`src/rtl/ascon_pkg.sv`:
```
// Shared Ascon types: operating modes, stream packet types, padder states
// and the per-mode rate lookup.
package ascon_pkg;

    typedef enum logic [1:0] {
        MODE_AEAD128 = 2'd0,
        MODE_HASH256 = 2'd1,
        MODE_XOF128  = 2'd2,
        MODE_CXOF128 = 2'd3
    } ascon_mode_t;

    typedef enum logic [2:0] {
        TU_KEY   = 3'd0,
        TU_NONCE = 3'd1,
        TU_AD    = 3'd2,
        TU_PT    = 3'd3,
        TU_CT    = 3'd4,
        TU_TAG   = 3'd5,
        TU_MSG   = 3'd6,
        TU_Z     = 3'd7
    } axi_tuser_t;

    typedef enum logic [1:0] {
        PASS      = 2'd0,
        PAD_ONE   = 2'd1,
        ZERO_FILL = 2'd2
    } padder_state_t;

    localparam logic [7:0] ASCON_PAD_BYTE = 8'h01;

    function automatic int ascon_rate_bytes(ascon_mode_t mode);
        return (mode == MODE_AEAD128) ? 16 : 8;
    endfunction

    // Packet types that carry message material and therefore get padded.
    function automatic logic ascon_is_padded(axi_tuser_t u);
        return (u == TU_AD) || (u == TU_PT) || (u == TU_MSG) || (u == TU_Z);
    endfunction

endpackage

```
`src/rtl/ascon_pad_mask.sv`:
```
// Combinational final-beat masker: keeps the k valid low bytes, inserts the
// 0x01 pad byte at position k and zeroes everything above it.
// With ASCON_PADDER_TKEEP_CHECK_EN, k is the lowest zero bit of tkeep; otherwise popcount.
module ascon_pad_mask
    import ascon_pkg::*;
#(
    parameter int BUS_BYTES = 8,
    localparam int KW = $clog2(BUS_BYTES + 1)
) (
    input  logic [8*BUS_BYTES-1:0] tdata_i,
    input  logic [BUS_BYTES-1:0]   tkeep_i,
    output logic [8*BUS_BYTES-1:0] data_o,
    output logic [KW-1:0]          k_o,
    output logic                   full_o,
    output logic                   contig_o
);

    always_comb begin
        k_o = '0;
`ifdef ASCON_PADDER_TKEEP_CHECK_EN
        k_o = KW'(BUS_BYTES);
        for (int i = BUS_BYTES - 1; i >= 0; i--) begin
            if (!tkeep_i[i]) k_o = KW'(i);
        end
`else
        for (int i = 0; i < BUS_BYTES; i++) begin
            k_o = k_o + KW'(tkeep_i[i]);
        end
`endif
    end

    always_comb begin
        data_o = '0;
        for (int i = 0; i < BUS_BYTES; i++) begin
            if (i < int'(k_o))
                data_o[8*i +: 8] = tdata_i[8*i +: 8];
            else if (i == int'(k_o))
                data_o[8*i +: 8] = ASCON_PAD_BYTE;
        end
    end

    assign full_o   = (k_o == KW'(BUS_BYTES));
    // A 2^k-1 pattern has no set bit that survives the carry of +1.
    assign contig_o = ((tkeep_i + BUS_BYTES'(1)) & tkeep_i) == '0;

endmodule

```
`src/rtl/ascon_rate_padder.sv`:
```
// AXI4-Stream padding / rate-alignment stage in front of the Ascon mode FSMs.
// Optional tkeep contiguity check: define ASCON_PADDER_TKEEP_CHECK_EN.
module ascon_rate_padder
    import ascon_pkg::*;
#(
    parameter int BUS_BYTES = 8
) (
    input  logic                   clk,
    input  logic                   rst,
    input  ascon_mode_t            mode_i,
    input  logic [8*BUS_BYTES-1:0] s_axis_tdata,
    input  logic [BUS_BYTES-1:0]   s_axis_tkeep,
    input  axi_tuser_t             s_axis_tuser,
    input  logic                   s_axis_tlast,
    input  logic                   s_axis_tvalid,
    output logic                   s_axis_tready,
    output logic [8*BUS_BYTES-1:0] padded_tdata,
    output logic [BUS_BYTES-1:0]   padded_tkeep,
    output axi_tuser_t             padded_tuser,
    output logic                   padded_tlast,
    output logic                   padded_tblk,
    output logic                   padded_tvalid,
    input  logic                   padded_tready,
    output logic                   err_o
);

    localparam int DW = 8 * BUS_BYTES;
    localparam int KW = $clog2(BUS_BYTES + 1);

    padder_state_t state_q, state_d;
    logic [1:0]    wcnt_q, wcnt_d;
    logic          in_pkt_q, in_pkt_d;
    ascon_mode_t   mode_q, mode_d;
    axi_tuser_t    tuser_q, tuser_d;

    ascon_mode_t   cur_mode;
    axi_tuser_t    cur_user;
    logic          grp_b, blk_end, fire;
    logic [1:0]    wpb_m1;
    logic [DW-1:0] mask_data;
    logic [KW-1:0] pad_k;
    logic          full, contig;

    ascon_pad_mask #(.BUS_BYTES(BUS_BYTES)) u_mask (
        .tdata_i  (s_axis_tdata),
        .tkeep_i  (s_axis_tkeep),
        .data_o   (mask_data),
        .k_o      (pad_k),
        .full_o   (full),
        .contig_o (contig)
    );

    // The first beat of a packet is steered by the live inputs, later beats by the latch.
    always_comb begin
        cur_mode = in_pkt_q ? mode_q  : mode_i;
        cur_user = in_pkt_q ? tuser_q : s_axis_tuser;
        grp_b    = ascon_is_padded(cur_user);
        wpb_m1   = 2'(ascon_rate_bytes(cur_mode) / BUS_BYTES - 1);
        blk_end  = (wcnt_q == wpb_m1);
        fire     = padded_tvalid && padded_tready;
    end

    always_ff @(posedge clk or posedge rst) begin
        if (rst) begin
            state_q  <= PASS;
            wcnt_q   <= '0;
            in_pkt_q <= 1'b0;
            mode_q   <= MODE_AEAD128;
            tuser_q  <= TU_KEY;
        end else begin
            state_q  <= state_d;
            wcnt_q   <= wcnt_d;
            in_pkt_q <= in_pkt_d;
            mode_q   <= mode_d;
            tuser_q  <= tuser_d;
        end
    end

    always_comb begin
        state_d  = state_q;
        wcnt_d   = wcnt_q;
        in_pkt_d = in_pkt_q;
        mode_d   = mode_q;
        tuser_d  = tuser_q;
        if (fire) begin
            if (state_q == PASS && !in_pkt_q) begin
                mode_d  = mode_i;
                tuser_d = s_axis_tuser;
            end
            if (grp_b) wcnt_d = blk_end ? 2'd0 : wcnt_q + 2'd1;
            if (padded_tlast) begin
                in_pkt_d = 1'b0;
                wcnt_d   = '0;
            end else begin
                in_pkt_d = 1'b1;
            end
            case (state_q)
                PASS: begin
                    if (grp_b && s_axis_tlast) begin
                        if (full)          state_d = PAD_ONE;
                        else if (!blk_end) state_d = ZERO_FILL;
                    end
                end
                PAD_ONE:   state_d = blk_end ? PASS : ZERO_FILL;
                ZERO_FILL: if (blk_end) state_d = PASS;
                default:   state_d = PASS;
            endcase
        end
    end

    always_comb begin
        s_axis_tready = 1'b0;
        padded_tvalid = 1'b0;
        padded_tdata  = s_axis_tdata;
        padded_tkeep  = '1;
        padded_tuser  = cur_user;
        padded_tlast  = 1'b0;
        padded_tblk   = 1'b0;
        case (state_q)
            PASS: begin
                s_axis_tready = padded_tready && !rst;
                padded_tvalid = s_axis_tvalid && !rst;
                if (!grp_b) begin
                    if (cur_user == TU_CT) padded_tkeep = s_axis_tkeep;
                    padded_tlast = s_axis_tlast;
                end else if (s_axis_tlast) begin
                    padded_tdata = mask_data;
                    padded_tblk  = blk_end;
                    padded_tlast = blk_end && !full;
                end else begin
                    padded_tblk  = blk_end;
                end
            end
            PAD_ONE: begin
                padded_tvalid = !rst;
                padded_tdata  = {{(DW-8){1'b0}}, ASCON_PAD_BYTE};
                padded_tblk   = blk_end;
                padded_tlast  = blk_end;
            end
            ZERO_FILL: begin
                padded_tvalid = !rst;
                padded_tdata  = '0;
                padded_tblk   = blk_end;
                padded_tlast  = blk_end;
            end
            default: ;
        endcase
    end

`ifdef ASCON_PADDER_TKEEP_CHECK_EN
    logic err_q, err_d;
    logic unused_pad_k;

    assign unused_pad_k = ^pad_k;

    always_ff @(posedge clk or posedge rst) begin
        if (rst) err_q <= 1'b0;
        else     err_q <= err_d;
    end

    always_comb begin
        err_d = err_q;
        if (fire && state_q == PASS && grp_b && s_axis_tlast && !contig) err_d = 1'b1;
    end

    assign err_o = err_q;
`else
    logic unused_sig;

    assign unused_sig = ^{pad_k, contig};
    assign err_o      = 1'b0;
`endif

endmodule
```
`config.mk`:
```
export PLATFORM = sky130hd
export DESIGN_NAME = ascon_rate_padder
export DESIGN_NICKNAME = d
export VERILOG_FILES = /design/src/rtl/ascon_pkg.sv /design/src/rtl/ascon_pad_mask.sv /design/src/rtl/ascon_rate_padder.sv
export SDC_FILE = /design/constraint.sdc
export NUM_CORES = 1
export LEC_CHECK = 0
export BUFFER_PORTS_ARGS = -buffer_cell sky130_fd_sc_hd__buf_2
export CAP_MARGIN = 15
export CORE_MARGIN = 2
export CORE_UTILIZATION = 42
export CTS_BUF_LIST = sky130_fd_sc_hd__clkbuf_4 sky130_fd_sc_hd__clkbuf_8 sky130_fd_sc_hd__clkbuf_16
export CTS_CLUSTER_SIZE = 30
export DETAILED_ROUTE_END_ITERATION = 10
export HOLD_SLACK_MARGIN = 0.15
export PLACE_DENSITY = 0.79
export SLEW_MARGIN = 20
export SYNTH_ARGS = -nofsm -noshare
export SYNTH_HDL_FRONTEND = slang
export SYNTH_HIERARCHICAL = 1
export SYNTH_SLANG_ARGS = --single-unit
export TNS_END_PERCENT = 30
```
`constraint.sdc`:
```
create_clock -name clk -period 5.3 [get_ports clk]
set_input_delay 1.06 -clock clk [delete_from_list [all_inputs] [get_ports clk]]
set_output_delay 1.06 -clock clk [all_outputs]
set_load 0.01 [all_outputs]
```
==> results, run 1 <==
- The number of DRC markers in iteration 0 is between 100 and 150.
- Cells fill between 60 and 70% of the core in the end.
- The transition time at the pin with the least slew margin is 1030 ps.
- The final reports fail on setup timing.
- The kind of capture point of the worst setup path is an output pin.
- In this run the horizontal extent of the chip is 87.8 um.
- The number of antenna violations at the first check in global routing came to 0.
- For this design the static power due to leakage is 1.99 nW.
- The region available for standard cell placement spans 0.00679 mm^2.
- From synthesis to final layout, the design area changed by 42.0%.
- The via count normalized by instance count is 5.04.
- Each instance of the synthesized netlist takes up on average 6.82 um^2.
- Between clock sinks in the finished design, the worst skew comes to 0.956 ps.
- Hold is met by 503 ps.
- The layout has 622 filler cells.
- The later pin in the worst-skew pair is clocked with a latency of approximately 240 ps.
- The finished cells cover between 0.004 and 0.005 mm^2.
- The total power density per cell area is 492 mW/mm^2.
- The detail route stage leaves a number of antenna-violating nets equal to 0.
- The time the worst path needs with I/O delays and setup is 5500 ps.
- The first-pass GRT wire length is 14.3 mm.
- For the worst setup path, the data required time is between 4000 and 5000 ps.
- The slack of the critical path is -203 ps.
- For this design the top-level I/O count stands at ~160.
- The mapped netlist covers approximately 0.003 mm^2.
- The number of antenna diodes in the final layout is 0.
- The kind of start point of the critical path is an input pin.
- The critical path in this run is classified as in2out.
- The reported max-cap violation count is 0.
- For this block, the routed nets add up to approximately 9.2 mm of wire.
- During synthesis, Yosys emitted a total of 6 warnings.
- The number of buffers inserted by port buffering is 160.
- Dividing the detail-routed wire length by the instance count gives 13.3 um.
- The die covers 0.00771 mm^2.
- The final net count is 689.
- The initial cell density of the core is a little over two fifths.
- Setup violations remaining at the end of the flow were counted as 55.
- Synthesis handed over a netlist of 433 instances.
- The floorplan die height is around 90 um.
- For this block, the via count after detailed routing is 3486.
- The clock tree from TritonCTS is done.
- The hold violation total from the final report is 0.
- The clock drives 10 sinks.
- The first TritonRoute pass finished after 4 iterations.
- CTS placed an instance of clkbuf_8 at the clock tree root.
- The data arrival at the endpoint of the critical path is 4440 ps.
- The global-route congestion overflow total is 0.
- Setup repair after global routing could not meet its margin everywhere.
- Of all nets on the critical path, the largest fanout is 5.
- The half-perimeter wire length after placement is 7.12 mm.
- The number of global-route vias before repair is about 3200.
- Clock-pin slew was measured on the worst setup and hold paths at 50 ps.
- Routability-driven placement finished with a final weighted congestion of between 0.8 and 0.9.
- The maximum vdd ir drop is between 200 and 300 uV.
- Static timing analysis puts the maximum clock frequency at 0.182 GHz.
- The post-route fraction of the period consumed by the critical path is 104%.
- The total cell area at the placement stage is 0.00382 mm^2.
- The layout cell share with drive strength beyond 1 is ~60%.
- CTS built an H-tree with a depth of 1.
- The class of the worst hold path is reg2reg.
- The pin count of the biggest net entering global routing is 60.
- The number of rows in the core area is 30.
- The flow ran to the end, but the final reports show violations.
- The count of hold buffers inserted by post-cts repair is 0.
- The total count of max-transition violations in the final report came to 0.
- In this run the tightest slew margin relative to its limit is between 30% and 40%.
- In the routed design, unresolved DRC markers number 0.
- The clock buffer count from CTS is 3.
- The total global routing track utilization is around 22%.
- The net count after synthesis is ~530.
- The clock passes through at most 2 buffers.
- The setup TNS after final layout is -4340 ps.
[registers in the layout (all words and copies together) (netlist names)]
register and count:
mode_q 2, state_q 2, tuser_q 3, in_pkt_q 1, wcnt_q 2
[final timing paths]
path                                 start          endpoint  slack, ps  depth (start not counted)
max                        s_axis_tkeep[1]  padded_tdata[16]       -200                         15
min                              mode_q[1]         mode_q[1]        500                          1
max reg2reg                     state_q[0]        state_q[0]       2830                          7
min reg2reg                      mode_q[1]         mode_q[1]        500                          1
max in group asynchronous              rst        state_q[1]       4170                          2
min in group asynchronous              rst          in_pkt_q        830                          2
[stage by stage]
step           power [mW]  setup slack [ps]  cells
2_1_floorplan        1.29              22.9    433
3_3_place_gp         1.74              -327    680
3_5_place_dp         1.78              -424    680
4_1_cts              1.98              -267    689
5_1_grt              2.24              -361    691
6_report             2.06              -203    691
[report_power, final]
group	internal [mW]	switching [mW]	total [mW]
Combinational	0.758	1.05	1.81
Sequential	0.113	0.0422	0.155
Clock	0.0655	0.0320	0.0975
Total	0.936	1.12	2.06
[cell type report]
class,instances,area [um^2],area share (%)
Timing Repair Buffer,189,1090,26.0
Clock buffer,4,55.1,1.31
Inverter,19,81.3,1.94
Multi-Input combinational cell,373,2590,61.9
Sequential cell,10,250,5.97
Tap cell,96,120,2.87
[worst max-delay path: stages]
cell,delay (ps)
buf_8,80
inv_4,30
fa_1,550
fa_1,430
fa_1,510
inv_2,50
ha_4,150
fa_2,570
buf_6,140
nor2_1,60
a22o_1,210
a221oi_2,220
nand2_1,90
a21oi_2,160
buf_2,140
[cell usage in the layout, fill, tap and decap left out, drive strengths merged, types with 2 or more instances in the layout]
cell and count:
a21o 2, mux2i 2, nor2 18, ha 7
o21ai 13, nand2 136, and2b 3, and2 30
inv 19, a22oi 2, a31oi 2, buf 189
a21oi 72, clkbuf 4, nand3 5, o21a 4
dfrtp 10, a21boi 2, o211ai 2, nor4 2
nand2b 2, and3 8, mux2 7, nor3b 3
nor3 3, or2 11, fa 4, nor2b 19
[metal layers]
metal | wire, um | track usage, %
met1 | 3640 | 27.0
met4 | 120 | 5.87
met2 | 4850 | 41.9
met5 | 0 | 0
met3 | 563 | 2.64
[timing repair]
item | in CTS | in global routing
setup buffers | 5 | 3
setup endpoints to repair | 58 | 58
resized for setup | 38 | 31
pin swaps | 19 | 20
Power figures use the tool's default switching activity.
==> run 2, diff against run 1 <==
--- a/config.mk
+++ b/config.mk
@@ -5,15 +5,16 @@
 export SDC_FILE = /design/constraint.sdc
 export NUM_CORES = 1
 export LEC_CHECK = 0
+export ABC_AREA = 1
 export BUFFER_PORTS_ARGS = -buffer_cell sky130_fd_sc_hd__buf_2
 export CAP_MARGIN = 15
 export CORE_MARGIN = 2
-export CORE_UTILIZATION = 42
+export CORE_UTILIZATION = 41
 export CTS_BUF_LIST = sky130_fd_sc_hd__clkbuf_4 sky130_fd_sc_hd__clkbuf_8 sky130_fd_sc_hd__clkbuf_16
 export CTS_CLUSTER_SIZE = 30
 export DETAILED_ROUTE_END_ITERATION = 10
 export HOLD_SLACK_MARGIN = 0.15
-export PLACE_DENSITY = 0.79
+export PLACE_DENSITY = 0.8
 export SLEW_MARGIN = 20
 export SYNTH_ARGS = -nofsm -noshare
 export SYNTH_HDL_FRONTEND = slang
==> run 2 against run 1 <==
Against the previous run: the run still ends with setup timing left; critical path type unchanged; highest routed layer unchanged; maximum frequency grew 2.5%; design area shrank 10%; largest cell class unchanged; critical path depth increased by 2; critical endpoint is now padded_tdata[0].
==> results, run 2 <==
- The flip-flop count of the largest register, all copies and words added is 3 (unchanged).
- The post-synthesis instance area was 0.00262 mm^2 (was 0.00295 mm^2).
- The H-tree depth was 1 (unchanged).
- The count of synthesis-stage warnings from yosys is 6 (unchanged).
- The synthesized instance count is 505 (was 433).
- The setup TNS after final layout is -385 ps (was -4340 ps).
- The cell family with the largest share of critical-path delay was adder cells (unchanged).
- Run status: complete, but fails checks (unchanged).
- The maximum vdd ir drop is 351 uV (was 294 uV).
- The kind of capture point of the worst setup path is an output pin (unchanged).
- The number of iterations in the first detailed-routing pass is 5 (was 4).
- The time the worst path needs with I/O delays and setup is 5370 ps (was 5500 ps).
- The clock buffer count from CTS was 3 (unchanged).
- The slack of the critical path is -69.3 ps (was -203 ps).
- The reported max-cap violation count is 0 (unchanged).
- The total inserted antenna cells came to 0 (unchanged).
- The count of antenna-violating nets left after detailed routing is 0 (unchanged).
- The layout-stage area growth over the synthesis result is 43.7% (was 42.0%).
- The final net count is 765 (was 689).
- The core footprint is 0.00628 mm^2 (was 0.00679 mm^2).
- The per-instance average area after synthesis is 5.19 um^2 (was 6.82 um^2).
- The via count normalized by instance count is 4.81 (was 5.04).
- Violated checks: setup timing (unchanged).
- The pin count of the biggest net entering global routing came to 50 (was 60).
- The type of the worst setup path is in2out (unchanged).
- The fraction of power spent switching nets is 55.7% (was 54.5%).
- The maximum clock skew at final layout was 2.57 ps (was 0.956 ps).
- The transition time at the pin with the least slew margin was 808 ps (was 1030 ps).
- The vias after detailed routing is 3595 (was 3486).
- The routed length per placed instance is 11.7 um (was 13.3 um).
- The total global routing track utilization is 23.8% (was 22.4%).
- The number of DRC markers in iteration 0 was 161 (was 126).
- The clock tree root buffer cell is clkbuf_8 (unchanged).
- The clock tree from TritonCTS is done (unchanged).
- Chain of cells forming the critical path: buf_8, inv_4, fa_1, fa_1, fa_1, inv_2, ha_4, fa_2, inv_2, nand2_2, inv_2, nand2_4, buf_4, o21bai_1, a41oi_2, o21ai_1, buf_2 (was buf_8, inv_4, fa_1, fa_1, fa_1, inv_2, ha_4, fa_2, buf_6, nor2_1, a22o_1, a221oi_2, nand2_1, a21oi_2, buf_2).
- The number of rows in the core area is 29 (was 30).
- The area of the die is 0.00705 mm^2 (was 0.00771 mm^2).
- The area of the multi-input gates came to 0.00194 mm^2 (was 0.00259 mm^2).
- The data arrival at the endpoint of the critical path is 4310 ps (was 4440 ps).
- The largest incremental delay on the critical path is 560 ps (was 570 ps).
- The number of remaining DRC errors is 0 (unchanged).
- The count of final setup violators is 15 (was 55).
- The number of buffers inserted by port buffering is 160 (unchanged).
- Most used cells in the layout excluding fill and tap cells: nor2_1 (166), buf_2 (158), inv_1 (97) (was buf_2 (158), nand2_1 (82), a21oi_2 (55)).
- The routed wire length is 8.77 mm (was 9.17 mm).
- The layout cell share with drive strength beyond 1 is 34.4% (was 59.7%).
- The logic gate share of total power is 85.9% (was 87.7%).
- The sequential fraction of design power came to 8.2% (was 7.5%).
- The first-pass GRT wire length is 14.3 mm (about the same).
- The post-route fraction of the period consumed by the critical path is 101% (was 104%).
- The hold violation total from the final report is 0 (unchanged).
- The number of sinks on the clock net came to 10 (unchanged).
- The initial cell density of the core is 41.8% (was 43.4%).
- The number of filler cells placed in the layout is 634 (was 622).
- The clock transition at the registers of the reported paths is 50 ps (about the same).
- The floorplan die height is 84.0 um (was 87.8 um).
- The kind of start point of the critical path was an input pin (unchanged).
- The worst-skew pair later-pin latency is 250 ps (was 240 ps).
- The most common library cell in the layout ignoring fill and taps is nor2_1 (was buf_2).
- The maximum fanout count along the critical path came to 3 (was 5).
- The switching power was 941 uW (was 1.12 mW).
- The number of global-route vias before repair was 3219 (was 3238).
- The class of the worst hold path is reg2reg (unchanged).
- The register area is 250 um^2 (unchanged).
- The maximum number of buffers from clock root to sink came to 2 (unchanged).
- The maximum clock frequency is 0.186 GHz (was 0.182 GHz).
- The data required time at the worst endpoint is 4240 ps (about the same).
- The buffering stage count on the worst path with inverters included is 7 (was 5).
- The overall power consumption is 1.69 mW (was 2.06 mW).
- The cell with the largest stage delay on the worst path is fa_1 (was fa_2).
- The clock power share is 5.9% (was 4.7%).
- The global-route congestion overflow total was 0 (unchanged).
- The register with the highest flop count is tuser_q (unchanged).
- The number of top-level pins was 162 (unchanged).
- The total internal power was 749 uW (was 936 uW).
- The total power density per cell area is 448 mW/mm^2 (was 492 mW/mm^2).
- The net count after synthesis is 598 (was 526).
- The total count of max-transition violations in the final report is 0 (unchanged).
- The final RePlAce weighted congestion came to 0.913 (was 0.848).
- The number of antenna violations at the first check in global routing is 0 (unchanged).
- The horizontal extent of the die is 84.0 um (was 87.8 um).
- Unrepaired setup endpoints after global routing: true (unchanged).
- The static leakage is 2.40 nW (was 1.99 nW).
- The flop-to-flop setup slack is 3210 ps (was 2830 ps).
- The half-perimeter wire length after placement is 6.63 mm (was 7.12 mm).
- The normalized max-slew margin was 46.0% (was 31.2%).
==> run 2: power by group through the flow <==
stage                     sequential, mW  combinational (mW)  clock, mW
after floorplan                    0.130               0.878          0
after global placement             0.137                1.33          0
after detailed placement           0.139                1.35          0
after CTS                          0.138                1.41      0.102
after global routing               0.145                1.61      0.105
final                              0.139                1.45     0.0999
==> run 2: path summary, 6_finish.rpt <==
check,startpoint,end,cells after the start
worst max-delay path,s_axis_tkeep[1],padded_tdata[0],17
worst min-delay path,tuser_q[1],tuser_q[1],2
worst max register to register,state_q[0],tuser_q[2],8
worst min register to register,tuser_q[1],tuser_q[1],2
max in group asynchronous,rst,state_q[0],2
min in group asynchronous,rst,tuser_q[2],2
==> run 2: cell type report <==
| type | count | share of cell area [%] |
|---|---|---|
| well taps | 77 | 2.56 |
| clock buffers | 4 | 1.46 |
| inverters | 108 | 11.0 |
| repair buffers | 182 | 26.8 |
| multi-input cells | 367 | 51.6 |
| flip-flops and latches | 10 | 6.64 |
==> run 2: worst min-delay path, stage by stage, from the launching register on <==
cell     delay, ps
dfrtp_1        340
nand2_1         50
o21ai_0         60
==> run 2: layer usage <==
metal | routed length [um] | vias to the layer above | track usage, % | part of all wire (%)
met2 | 4470 | 142 | 44.9 | 51
met4 | 159 | 0 | 5.43 | 1.8
met1 | 3600 | 1589 | 28.8 | 41
met3 | 537 | 15 | 2.08 | 6.1
li1 | - | 1849 | - | -
met5 | 0 | - | 0 | 0
==> run 2: through the flow <==
step / instance area, um^2 / hold WS, ps / utilization, % / instances / setup WS, ps
after floorplan: 2620 / 453 / - / 505 / 11.9
after global placement: 3530 / 467 / 56.3 / 739 / -114
after detailed placement: 3530 / 475 / 56.3 / 739 / -172
after CTS: 3700 / 488 / 58.9 / 747 / -155
after global routing: 3770 / 509 / 60.0 / 748 / -226
final: 3770 / 482 / 60.0 / 748 / -69.3
==> run 2: what timing repair did <==
item | CTS | global route
endpoints found under the setup margin | 49 | 58
resized for setup | 20 | 18
pin swaps | 39 | 26
buffers inserted | 4 | 1
hold buffers | 0 | 0
